===== src/rtl/conv_pkg.sv =====
// Shared types and constants for the convolution result output path.
package conv_pkg;

    localparam int unsigned DATA_W = 8;
    localparam int unsigned N_OUT  = 4;

    typedef enum logic {
        ST_IDLE,
        ST_SEND
    } st_t;

    // One frame of results, index 0 is streamed first.
    typedef logic [N_OUT-1:0][DATA_W-1:0] frame_t;

endpackage : conv_pkg


===== src/rtl/rise_detect.sv =====
// Single-cycle pulse on the rising edge of a level flag.
module rise_detect (
    input  logic clk,
    input  logic rst,
    input  logic in,
    output logic pulse
);

    logic prev_q;

    // Remember the previous sample of the flag.
    always_ff @(posedge clk or posedge rst) begin
        if (rst) begin
            prev_q <= 1'b0;
        end else begin
            prev_q <= in;
        end
    end

    assign pulse = in & ~prev_q;

endmodule : rise_detect


===== src/rtl/conv_result_streamer.sv =====
// Captures the four filter results on done_in rising and streams them
// over valid/ready with m_last on the final word.
// Optional build macro: CONV_OUT_RELU_EN (clamp negative results to 0 at capture).
module conv_result_streamer
    import conv_pkg::*;
#(
    parameter int unsigned DATA_W = conv_pkg::DATA_W,
    parameter int unsigned N_OUT  = conv_pkg::N_OUT
) (
    input  logic              clk,
    input  logic              rst,
    input  logic              done_in,
    input  logic [DATA_W-1:0] c11,
    input  logic [DATA_W-1:0] c12,
    input  logic [DATA_W-1:0] c21,
    input  logic [DATA_W-1:0] c22,
    output logic              m_valid,
    input  logic              m_ready,
    output logic [DATA_W-1:0] m_data,
    output logic              m_last,
    output logic              busy,
    output logic              overrun,
    output logic [7:0]        frame_cnt
);

    localparam int unsigned     IDX_W    = (N_OUT > 1) ? $clog2(N_OUT) : 1;
    localparam logic [IDX_W-1:0] LAST_IDX = IDX_W'(N_OUT - 1);

    typedef logic [N_OUT-1:0][DATA_W-1:0] words_t;

    st_t               state_q, state_d;
    logic [IDX_W-1:0]  idx_q, idx_d;
    words_t            frame_q, frame_d;
    words_t            cap_c;
    logic              overrun_q, overrun_d;
    logic [7:0]        cnt_q, cnt_d;
    logic              valid_q, valid_d;
    logic [DATA_W-1:0] data_q, data_d;
    logic              last_q, last_d;
    logic              start_c;

    rise_detect u_rise (
        .clk   (clk),
        .rst   (rst),
        .in    (done_in),
        .pulse (start_c)
    );

    // Arrange the results in stream order, optionally clamping negatives.
    always_comb begin
        cap_c    = '0;
        cap_c[0] = c11;
        cap_c[1] = c12;
        cap_c[2] = c21;
        cap_c[3] = c22;
`ifdef CONV_OUT_RELU_EN
        for (int i = 0; i < int'(N_OUT); i++) begin
            if (cap_c[i][DATA_W-1]) begin
                cap_c[i] = '0;
            end
        end
`else
`endif
    end

    // Next-state logic; output registers are loaded from the next state so
    // nothing downstream sees a path from m_ready.
    always_comb begin
        state_d   = state_q;
        idx_d     = idx_q;
        frame_d   = frame_q;
        overrun_d = overrun_q;
        cnt_d     = cnt_q;

        unique case (state_q)
            ST_IDLE: begin
                if (start_c) begin
                    frame_d = cap_c;
                    idx_d   = '0;
                    state_d = ST_SEND;
                end
            end
            ST_SEND: begin
                if (m_ready && (idx_q == LAST_IDX)) begin
                    cnt_d = cnt_q + 8'd1;
                    if (start_c) begin
                        frame_d = cap_c;
                        idx_d   = '0;
                    end else begin
                        state_d = ST_IDLE;
                    end
                end else begin
                    if (m_ready) begin
                        idx_d = idx_q + IDX_W'(1);
                    end
                    // A frame arriving mid-stream is dropped.
                    if (start_c) begin
                        overrun_d = 1'b1;
                    end
                end
            end
            default: begin
                state_d = ST_IDLE;
            end
        endcase

        valid_d = (state_d == ST_SEND);
        data_d  = valid_d ? frame_d[idx_d] : data_q;
        last_d  = valid_d && (idx_d == LAST_IDX);
    end

    // State, buffer and registered outputs.
    always_ff @(posedge clk or posedge rst) begin
        if (rst) begin
            state_q   <= ST_IDLE;
            idx_q     <= '0;
            frame_q   <= '0;
            overrun_q <= 1'b0;
            cnt_q     <= '0;
            valid_q   <= 1'b0;
            data_q    <= '0;
            last_q    <= 1'b0;
        end else begin
            state_q   <= state_d;
            idx_q     <= idx_d;
            frame_q   <= frame_d;
            overrun_q <= overrun_d;
            cnt_q     <= cnt_d;
            valid_q   <= valid_d;
            data_q    <= data_d;
            last_q    <= last_d;
        end
    end

    assign m_valid   = valid_q;
    assign m_data    = data_q;
    assign m_last    = last_q;
    assign busy      = (state_q == ST_SEND);
    assign overrun   = overrun_q;
    assign frame_cnt = cnt_q;

endmodule : conv_result_streamer

===== config.mk =====
export PLATFORM = sky130hd
export DESIGN_NAME = conv_result_streamer
export DESIGN_NICKNAME = d
export VERILOG_FILES = /design/src/rtl/conv_pkg.sv /design/src/rtl/rise_detect.sv /design/src/rtl/conv_result_streamer.sv
export SDC_FILE = /design/constraint.sdc
export NUM_CORES = 1
export LEC_CHECK = 0
export BUFFER_PORTS_ARGS = -buffer_cell sky130_fd_sc_hd__buf_4
export CORE_UTILIZATION = 53
export CTS_CLUSTER_SIZE = 24
export DETAILED_ROUTE_END_ITERATION = 7
export PLACE_DENSITY = 0.9
export SKIP_LAST_GASP = 1
export SLEW_MARGIN = 10
export SYNTH_ARGS = -nofsm -noshare
export SYNTH_HDL_FRONTEND = slang
export SYNTH_SLANG_ARGS = --single-unit

===== constraint.sdc =====
create_clock -name clk -period 2.75 [get_ports clk]
set_clock_uncertainty 0.2 [all_clocks]
set_input_delay 0.1375 -clock clk [delete_from_list [all_inputs] [get_ports clk]]
set_output_delay 0.1375 -clock clk [all_outputs]
set_load 0.01 [all_outputs]

==> impl_metrics.prom <==
# TYPE chip_impl_metric gauge
chip_impl_info{name="run_status",value="completed"} 1
chip_impl_metric{name="synth.yosys.seq_area_share",unit="%"} 55.36
chip_impl_metric{name="final_global_route_overflow_total",unit=""} 0
chip_impl_metric{name="p_leak",unit="nW"} 1.544
chip_impl_metric{name="cts-buffers-inserted",unit=""} 5
chip_impl_metric{name="drv_cap",unit=""} 0
chip_impl_metric{name="synthCells",unit=""} 187
chip_impl_metric{name="seqPwrFrac",unit="%"} 41.6
chip_impl_metric{name="setup-violations-final",unit=""} 0
chip_impl_metric{name="cp_num_buf_inv",unit=""} 0
chip_impl_metric{name="slew_viol_final",unit=""} 0
chip_impl_metric{name="synth_edf_count",unit=""} 0
chip_impl_info{name="worstPathCellList",value="ha_1, a21boi_4, nor2_4, mux2_4, o221a_1, a221o_1"} 1
chip_impl_info{name="post-synth-top-area-cell",value="dfrtp_1"} 1
chip_impl_metric{name="clk_sink_count",unit=""} 54
chip_impl_info{name="root_buffer",value="clkbuf_8"} 1
chip_impl_metric{name="gr-usage-all-layers",unit="%"} 25.10
chip_impl_metric{name="syn_nets",unit=""} 225
chip_impl_metric{name="synth.top_cell.area_share",unit="%"} 55.36
chip_impl_metric{name="p_sw",unit="W"} 0.001158
chip_impl_metric{name="post_synth_mux_area_share",unit="%"} 18.61
chip_impl_metric{name="die-height",unit="microns"} 69.87
chip_impl_metric{name="cp.required",unit="ns"} 2.75
chip_impl_metric{name="critical_path.max_stage_delay",unit="ns"} 0.50
chip_impl_info{name="setup.worst_path.start_class",value="register"} 1
chip_impl_metric{name="antenna_diode_count",unit=""} 0
chip_impl_metric{name="combPwrFrac",unit="%"} 44.7
chip_impl_metric{name="gp_routability_congestion",unit=""} 0.8411
chip_impl_metric{name="synth-compound-area-share",unit="%"} 10.66
chip_impl_metric{name="postRouteAntennaNets",unit=""} 0
chip_impl_metric{name="synth.lib_cells_used.distinct",unit=""} 39
chip_impl_metric{name="h-tree-depth",unit=""} 2
chip_impl_metric{name="drc",unit=""} 0
chip_impl_info{name="worst_hold_path_type",value="in2reg"} 1
chip_impl_info{name="critical_path.top_delay_family",value="compound AO/OA/AOI/OAI gates"} 1
chip_impl_metric{name="worst_skew_pair.late_latency",unit="ns"} 0.31
chip_impl_metric{name="yosys.area_share.xor_xnor",unit="%"} 2.512
chip_impl_metric{name="detail_route.wirelength",unit="microns"} 5507
chip_impl_info{name="ys_top_cells_by_count",value="54 x dfrtp_1, 29 x mux2_2, 11 x nand2_1"} 1
chip_impl_metric{name="synth-simple-area-share",unit="%"} 8.765
chip_impl_info{name="post-synth-top-count-cell",value="dfrtp_1"} 1
chip_impl_metric{name="die_area",unit="sq um"} 4881
chip_impl_metric{name="final_net_count",unit=""} 317
chip_impl_metric{name="boundaryPins",unit=""} 56
chip_impl_metric{name="synth-adder-area-share",unit="%"} 1.025
chip_impl_metric{name="fin_setup_tns",unit="ns"} 0
chip_impl_metric{name="clk_pin_slew",unit="ns"} 0.10
chip_impl_metric{name="area_growth",unit="%"} 36.34
chip_impl_info{name="grt_setup_unrepaired",value="no"} 1
chip_impl_metric{name="layout.filler_cells",unit=""} 291
chip_impl_metric{name="synth.yosys.warnings",unit=""} 0
chip_impl_metric{name="clock_power_share",unit="%"} 13.7
chip_impl_metric{name="avgViaCountPerCell",unit=""} 5.548
chip_impl_metric{name="power",unit="W"} 0.003317
chip_impl_metric{name="grt_max_degree",unit=""} 26
chip_impl_metric{name="power.density",unit="nW/um^2"} 996.7
chip_impl_metric{name="grt_pass1_wl",unit="microns"} 9335
chip_impl_metric{name="internal_power",unit="W"} 0.002159
chip_impl_info{name="setup.worst_path.end_class",value="register"} 1
chip_impl_metric{name="post_drt_wl_per_cell",unit="microns"} 16.59
chip_impl_metric{name="layout_min_cycle_time",unit="ns"} 2.589
chip_impl_metric{name="initial_core_util",unit="%"} 55.68
chip_impl_info{name="top_cells_by_area_in_the_synthesized_netlist",value="dfrtp_1 55%, mux2_2 13%, mux2_4 3.1%, o221a_1 2.3%, a221o_1 2.1%"} 1
chip_impl_metric{name="postSynth.asyncResetShare",unit="%"} 100.0
chip_impl_metric{name="cts_repair_resize_count",unit=""} 0
chip_impl_metric{name="hold_viol_final",unit=""} 0
chip_impl_metric{name="drive_gt1_share",unit="%"} 38.57
chip_impl_metric{name="seq_cells_post_synth",unit=""} 54
chip_impl_metric{name="cp_data_arrival_time",unit="ns"} 2.59
chip_impl_info{name="type_of_the_setup_path_with_the_least_slack",value="reg2reg"} 1
chip_impl_metric{name="placement_rows",unit=""} 24
chip_impl_metric{name="finalCritPeriodShare",unit="%"} 94.14
chip_impl_metric{name="grt_antenna_before_repair",unit=""} 0
chip_impl_metric{name="syn-cell-area",unit="sq um"} 2441
chip_impl_metric{name="worst_slew_pin_slew",unit="ns"} 0.6085
chip_impl_metric{name="pre_repair_dr_iteration_count",unit=""} 4
chip_impl_metric{name="dr_total_vias",unit=""} 1842
chip_impl_metric{name="slew_headroom",unit="%"} 59.29
chip_impl_info{name="standard_cell_with_the_maximum_stage_delay_on_the_critical_path",value="nor2_4"} 1
chip_impl_metric{name="grt_pass1_vias",unit=""} 1924
chip_impl_metric{name="dpl.hpwl",unit="microns"} 3729
chip_impl_metric{name="largest_fanout_on_the_critical_path",unit=""} 17
chip_impl_metric{name="port_buffers",unit=""} 55
chip_impl_metric{name="placeableCoreArea",unit="sq um"} 4384
chip_impl_info{name="largest_family_of_logic_cells_by_synthesized_area",value="multiplexers"} 1
chip_impl_metric{name="multi_input_comb_area",unit="sq um"} 1015
chip_impl_metric{name="netSwitchingFraction",unit="%"} 34.91
chip_impl_metric{name="die_w",unit="microns"} 69.87
chip_impl_metric{name="max_freq",unit="GHz"} 0.3863
chip_impl_metric{name="syn_area_per_cell",unit="sq um"} 13.05
chip_impl_metric{name="drt_first_iter_violations",unit=""} 129
chip_impl_info{name="ys_dominant_reg_cell",value="dfrtp_1"} 1
chip_impl_metric{name="irDropWorstVdd",unit="uV"} 607.0
chip_impl_metric{name="clock_path_buffers",unit=""} 2
chip_impl_metric{name="register_area",unit="sq um"} 1351
chip_impl_info{name="tritoncts",value="yes"} 1
-- layout make-up --
class	instances	share of cell area, %
clock buffer	7	2.594
clock inverter	1	0.1504
inverter	4	0.4511
multi-input combinational	120	30.49
sequential	54	40.60
tap	52	1.955
timing repair buffer	94	23.76
-- cell families after synthesis --
family          count (synthesis)
compound gates                 32
xor+xnor                        7
fa+ha+maj                       2
buf+inv                        13
flops                          54
mux                            39
simple gates                   40
-- power by group through the flow --
| stage | logic [W] | clock network [W] | registers, W |
|---|---|---|---|
| after global routing | 0.00161 | 0.000495 | 0.00141 |
| after CTS | 0.00148 | 0.000462 | 0.00137 |
| final | 0.00148 | 0.000454 | 0.00138 |
| after detailed placement | 0.00144 | 0 | 0.00138 |
| after global placement | 0.00136 | 0 | 0.00137 |
| after floorplan | 0.00102 | 0 | 0.00135 |
-- layout by cell type, fill, tap and decap left out, drive strengths merged --
master / count
buf: 60
dfrtp: 54
mux2: 36
dlygate4sd3: 34
nor2: 12
nand2: 11
clkbuf: 7
o21ai: 6
nand3: 5
a21oi: 5
o221a: 5
a221o: 5
xnor2: 4
inv: 4
mux2i: 3
o211ai: 3
xor2: 3
a21boi: 3
nand3b: 2
nand2b: 2
nor3: 2
a22oi: 2
ha: 2
and3: 2
nor2b: 1
nand4b: 1
nand4bb: 1
o21a: 1
o221ai: 1
nand4: 1
a21o: 1
clkinv: 1
-- state kept, by name (all words and copies together) (netlist names) --
name / count
u_rise.prev_q: 1
overrun: 1
frame_cnt: 8
m_last: 1
idx_q: 2
m_data: 8
frame_q: 32
m_valid: 1
-- timing repair --
action | 4_1_cts | 5_1_grt
endpoints found under the hold margin | 58 | 0
hold buffers | 34 | 0
buffers inserted | 0 | 0
-- worst register-to-register path, cell delays in order, from the launching register on --
cell,delay [ns]
dfrtp_1,0.45
ha_1,0.34
a21boi_4,0.15
nor2_4,0.50
mux2_4,0.36
o221a_1,0.22
a221o_1,0.26
-- metal layers --
layer  part of all wire [%]  GRT usage, %  wire length [microns]
met1                     43         33.93                   2375
met2                     48         38.57                   2618
met3                    7.0         7.648                    385
met4                    2.3         9.111                    128
met5                      0             0                      0
-- stage by stage --
step                      util, %  hold WS (ns)  instances  setup slack, ns  area (sq um)
after floorplan                 -      -0.03107        187           0.4611          2441
final                       75.91       0.02470        332           0.1613          3328
after CTS                   75.91       0.02422        332           0.1706          3328
after global placement      66.07      0.001087        290           0.3195          2897
after global routing        75.91       0.04946        332          0.04369          3328
after detailed placement    66.07      0.001979        290           0.1873          2897
-- worst paths after layout --
check	start	endpoint	slack, ns	depth (start not counted)
min in group asynchronous	rst	frame_cnt[6]	0.21	3
min reg2reg	overrun	overrun	0.27	1
max in group asynchronous	rst	frame_q[15]	1.53	4
max	idx_q[0]	m_data[4]	0.16	6
min	m_ready	frame_cnt[2]	0.02	3
max reg2reg	idx_q[0]	m_data[4]	0.16	6
Power figures use the tool's default switching activity.
